`config.mk`:
```
export PLATFORM = sky130hd
export DESIGN_NAME = mul_unit
export DESIGN_NICKNAME = d
export VERILOG_FILES = /design/src/rtl/mul_unit.sv
export SDC_FILE = /design/constraint.sdc
export NUM_CORES = 1
export LEC_CHECK = 0
export CAP_MARGIN = 0
export CORE_ASPECT_RATIO = 0.9
export CORE_MARGIN = 5
export CORE_UTILIZATION = 30
export CTS_CLUSTER_SIZE = 14
export DETAILED_ROUTE_END_ITERATION = 6
export GPL_TIMING_DRIVEN = 1
export PLACE_DENSITY_LB_ADDON = 0.12
export SLEW_MARGIN = 20
export SYNTH_ARGS = -nofsm -noshare
export SYNTH_HDL_FRONTEND = slang
export SYNTH_SLANG_ARGS = --single-unit
export TNS_END_PERCENT = 20
```
`constraint.sdc`:
```
create_clock -name clk -period 4.3 [get_ports clk]
set_input_delay 0.86 -clock clk [delete_from_list [all_inputs] [get_ports clk]]
set_output_delay 0.86 -clock clk [all_outputs]
set_load 0.1 [all_outputs]
```
`src/rtl/mul_unit.sv`:
```
// Iterative radix-2 shift-and-add multiplier / multiply-accumulate (MUL, MLA).
// One multiplier bit is consumed per cycle; result and N/Z flags are registered on completion.
module mul_unit #(
   parameter int WIDTH = 32
) (
   input  logic             clk,
   input  logic             reset,
   input  logic             start,
   input  logic             accumulate,
   input  logic [WIDTH-1:0] a,
   input  logic [WIDTH-1:0] b,
   input  logic [WIDTH-1:0] acc,
   output logic [WIDTH-1:0] result,
   output logic             flag_n,
   output logic             flag_z,
   output logic             busy,
   output logic             done,
   output logic [1:0]       state_dbg
);

   // Handshake: start is accepted on any edge where the unit is not busy (IDLE or DONE);
   // busy is high for exactly WIDTH cycles, then done pulses for one cycle with result valid.
   // start while busy is dropped, never queued.

   localparam int CW = (WIDTH > 1) ? $clog2(WIDTH) : 1;
   localparam logic [CW-1:0] LAST = CW'(WIDTH - 1);

   typedef enum logic [1:0] {
      IDLE = 2'd0,
      RUN  = 2'd1,
      DONE = 2'd2
   } state_t;

   state_t           state, state_nx;
   logic [WIDTH-1:0] mcand, mplier, product;
   logic [CW-1:0]    count;
   logic [WIDTH-1:0] product_nx;
   logic             load, finish;

   always_ff @(posedge clk) begin
      if (reset) state <= IDLE;
      else       state <= state_nx;
   end

   always_comb begin
      state_nx = state;
      busy     = 1'b0;
      done     = 1'b0;
      load     = 1'b0;
      finish   = 1'b0;
      case (state)
         IDLE: begin
            if (start) begin
               state_nx = RUN;
               load     = 1'b1;
            end
         end
         RUN: begin
            busy = 1'b1;
            if (count == LAST) begin
               state_nx = DONE;
               finish   = 1'b1;
            end
         end
         DONE: begin
            done = 1'b1;
            if (start) begin
               state_nx = RUN;
               load     = 1'b1;
            end else begin
               state_nx = IDLE;
            end
         end
         default: state_nx = IDLE;
      endcase
   end

   // Partial sum including this cycle's bit; the final iteration's sum goes straight to result.
   assign product_nx = mplier[0] ? (product + mcand) : product;

   always_ff @(posedge clk) begin
      if (reset) begin
         mcand   <= '0;
         mplier  <= '0;
         product <= '0;
         count   <= '0;
      end else if (load) begin
         mcand   <= a;
         mplier  <= b;
         product <= accumulate ? acc : '0;
         count   <= '0;
      end else if (busy) begin
         mcand   <= mcand << 1;
         mplier  <= mplier >> 1;
         product <= product_nx;
         count   <= count + 1'b1;
      end
   end

   always_ff @(posedge clk) begin
      if (reset) begin
         result <= '0;
         flag_n <= 1'b0;
         flag_z <= 1'b0;
      end else if (finish) begin
         result <= product_nx;
         flag_n <= product_nx[WIDTH-1];
         flag_z <= (product_nx == '0);
      end
   end

   assign state_dbg = state;

endmodule
```
==> results.txt <==
The hold path startpoint was result[21]$_SDFFE_PP0P_. The sequential cell fraction of total power came out at 0.392. The height of the die is 162 um, and the post-synthesis to final-layout area growth is 28.4%. The part of the power in combinational logic is 0.208. The classification of the worst-slack hold path is reg -> reg. The endpoint required time on the critical path came out at 4.67 ns. Clock skew on the completed layout was measured at 0.00766 ns. The logs give 0.305 for the starting density of the core and 540 for the count of routing violations after the opening detailed-route iteration. In the post-route analysis, the smallest setup slack over all paths is 0.870 ns. STA classifies the critical path endpoint as a flop.

The number of enable-type register cells in the synthesized netlist was 0; the average wire per standard cell was 18.7 um. The cell area after synthesis is 7660 um^2, and the via density per instance is 5.29. The run gives 0.304 as the relative max-transition margin.

STA classifies the critical path startpoint as a flop. The post-synthesis share of cell area spent on full adders, half adders and majority gates is 0.0565. Adding up every negative setup slack in the final design gives 0 ns. Setup repair after global routing left no endpoint under its margin. Data arrives at the worst endpoint at 3.80 ns. For the die outline area, the log shows 28,800 um^2. The switching portion of total power works out to 0.319.

For this design the ratio of total power to cell area is 367 nW/um^2. Entering global routing, the biggest net connects 86 pins. The floorplan has 55 rows. Detailed placement ended at an HPWL of 18,700 um. The mean area per synthesized cell is 7.87 um^2, and the largest vdd supply drop is 0.236 mV. The number of distinct library cells after synthesis is 68. The global-route usage over all layers was 0.183; the final-report max-slew violation count was 0. The power share of the clock group is 0.400. The cell count after synthesis came out at 973. The tools report the launching element of the worst setup path as mcand[4]$_SDFFE_PP0P_. The commonest register cell after synthesis was sky130_fd_sc_hd__dfxtp_1. The tools report the startpoint of the worst register-to-register path as mcand[4]$_SDFFE_PP0P_. The final cycle utilization of the critical path was 0.798. Switching power of the nets: 0.00115 W. The proportion of register bits with asynchronous set or reset after synthesis is 0. At the pin with the least slew margin, the transition time is 1.04 ns. The run finished with clean final reports. The clock latency reported for the late side of the worst-skew pair was 0.42 ns.

For the initial antenna violation count, the log shows 0. The worst path needs 3.43 ns of the cycle, external delays included. The number of filler instances in the final layout is 2,603. The number of diodes added for antenna fixing is 0, and the pre-CTS setup slack is 0.998 ns.

TritonCTS built the clock tree. The count of max-cap constraint violations came out at 0. For the quantity of hold-fixing buffers added after cts, the log shows 0. The count of buffers added by post-CTS timing repair for setup is 0. The count of buffers added on input and output ports is 137. The tools report the number of global-route vias before repair as 7,282.

Via count: 7,489. For this design, the sink count on the clock tree is 136. The iteration count of the initial detailed-routing pass came out at 5. In the final design database the tool counted 1,196 nets. The proportion of synthesized area in mux cells is 0.0237. The finished cells cover 9830 um^2.

The run gives 0 as the final setup violation count. The post-detailed-placement cell area is 9260 um^2. Yosys printed 0 warnings. The longest clock path from root to sink contains 2 buffers. The post-CTS clock slew at the launch and capture registers of the worst setup and hold paths came out at 0.06 ns. The clock root buffer is sky130_fd_sc_hd__clkbuf_16. Along the worst path, the maximum fanout reaches 5. The critical path in this run is classified as reg -> reg.

The total area inside the core boundary comes to 25,100 um^2. The H-tree depth was 4. Summed over all layers, the routed wires come to 26,500 um.

At the end of routability-driven placement, the weighted congestion stood at 0.887. The post-synthesis xor/xnor area fraction was 0.0263. The share of synthesized area occupied by flip-flops and latches is 0.356. The final number of hold-violating endpoints came out at 0. The detail route stage leaves a number of antenna-violating nets equal to 0. The internal power of the cells totals 0.00246 W.

The share of layout cells above drive strength 1 was 0.0698. Total of flip-flops plus latches after synthesis: 136. 138 I/O pins were placed. Global-route wire length before repair: 41,700 um.

Largest family of logic cells by synthesized area: compound AO/OA/AOI/OAI gates. In the routed design, unresolved DRC markers number 0. The simple-gate share of the synthesized area came out at 0.211. The count of cells resized by post-cts repair was 0; the post-synthesis compound-gate area fraction was 0.282. The logs give 0.391 for the utilization of the core after routing and 1,107 for the net count of the mapped netlist.

Based on the critical path, the design can be clocked at up to 292 MHz. The leakage power of the design is 3.57 nW, and the global-route congestion overflow total is 0. The overall die width works out to 178 um. The run gives 17 as the total clock buffers created by CTS.
cell usage in the layout (no fill, tap or decap), drive strengths merged, types with 17 or more instances in the layout:
cell type,instances
a22oi,39
dfxtp,136
a2111oi,24
nor2,132
o21ai,25
clkbuf,17
ha,33
clkdlybuf4s50,135
a21oi,108
nand2,134
mux2i,17
a311oi,30
a211oi,28
nor3,25
sequential cells by signal, indices dropped and copies added, names as in the netlist:
name and flops:
count 5, mcand 32, state_dbg 2, flag_z 1
mplier 32, product 32, result 32
power groups by stage:
stage / registers [W] / clock network, W / logic [W]
detailed placement: 0.00144 / 0 / 0.000749
CTS: 0.00141 / 0.00148 / 0.000753
global placement: 0.00144 / 0 / 0.000751
floorplan: 0.00142 / 0 / 0.000495
global route: 0.00142 / 0.00153 / 0.000831
finish: 0.00141 / 0.00144 / 0.000750
stage by stage:
step           hold slack [ns]  total power (W)  instances
5_1_grt                  0.486          0.00378       1417
4_1_cts                  0.457          0.00364       1417
6_report                 0.454          0.00361       1417
3_5_place_dp             0.449          0.00219       1385
3_3_place_gp             0.446          0.00219       1385
2_1_floorplan            0.437          0.00191        973
metal layers:
metal  up-vias  GRT usage  share of wire
met5         -          0              0
met4         0     0.0426          0.013
met3        22     0.0363          0.047
met2       169      0.286           0.45
met1      3552      0.260           0.49
li1       3746          -              -
Yosys cell counts (all sizes together), types with 12 or more instances:
| cell type | number | area, um^2 |
|---|---|---|
| nand4 | 16 | 100 |
| xnor2 | 13 | 114 |
| a311oi | 30 | 263 |
| buf | 24 | 115 |
| a21oi | 108 | 544 |
| mux2i | 17 | 170 |
| nor3 | 25 | 130 |
| a211oi | 28 | 220 |
| a22oi | 39 | 293 |
| dfxtp | 136 | 2720 |
| nor2 | 132 | 495 |
| a2111oi | 24 | 241 |
| a21o | 12 | 91.3 |
| o21ai | 25 | 125 |
| ha | 33 | 413 |
| clkbuf | 57 | 216 |
| nand2 | 134 | 503 |
critical path, cell delays in order, from the launching register on:
cell and delay [ns]:
sky130_fd_sc_hd__dfxtp_1 0.32, sky130_fd_sc_hd__ha_1 0.36, sky130_fd_sc_hd__a21oi_1 0.17, sky130_fd_sc_hd__a21boi_2 0.26
sky130_fd_sc_hd__a21oi_1 0.12, sky130_fd_sc_hd__or3_1 0.32, sky130_fd_sc_hd__a31oi_1 0.30, sky130_fd_sc_hd__nand3_1 0.17
sky130_fd_sc_hd__a2111oi_0 0.73, sky130_fd_sc_hd__nand4_1 0.20, sky130_fd_sc_hd__nor4_2 0.28, sky130_fd_sc_hd__a21o_1 0.13
worst paths after layout:
check | endpoint | slack [ns] | depth (start not counted)
worst max-delay path | flag_z$_SDFFE_PP0P_ | 0.87 | 11
worst min register to register | result[21]$_SDFFE_PP0P_ | 0.45 | 2
worst max register to register | flag_z$_SDFFE_PP0P_ | 0.87 | 11
worst min-delay path | result[21]$_SDFFE_PP0P_ | 0.45 | 2
logic make-up after synthesis:
logic type	Yosys count
and+or+nand+nor	366
AOI/OAI and AO/OA	312
DFF	136
buffers and inverters	84
adders and majority gates	34
xor gates and xnor gates	23
muxes	18
area by class of cell:
cell class	count	area [um^2]	share of cell area
Sequential cell	136	2720	0.277
Inverter	3	11.3	0.00115
Clock inverter	15	146	0.0149
Multi-Input combinational cell	753	4610	0.469
Clock buffer	17	425	0.0433
Timing Repair Buffer	151	1480	0.151
Tap cell	342	428	0.0435
No activity file was read; power rests on OpenSTA's default activity.
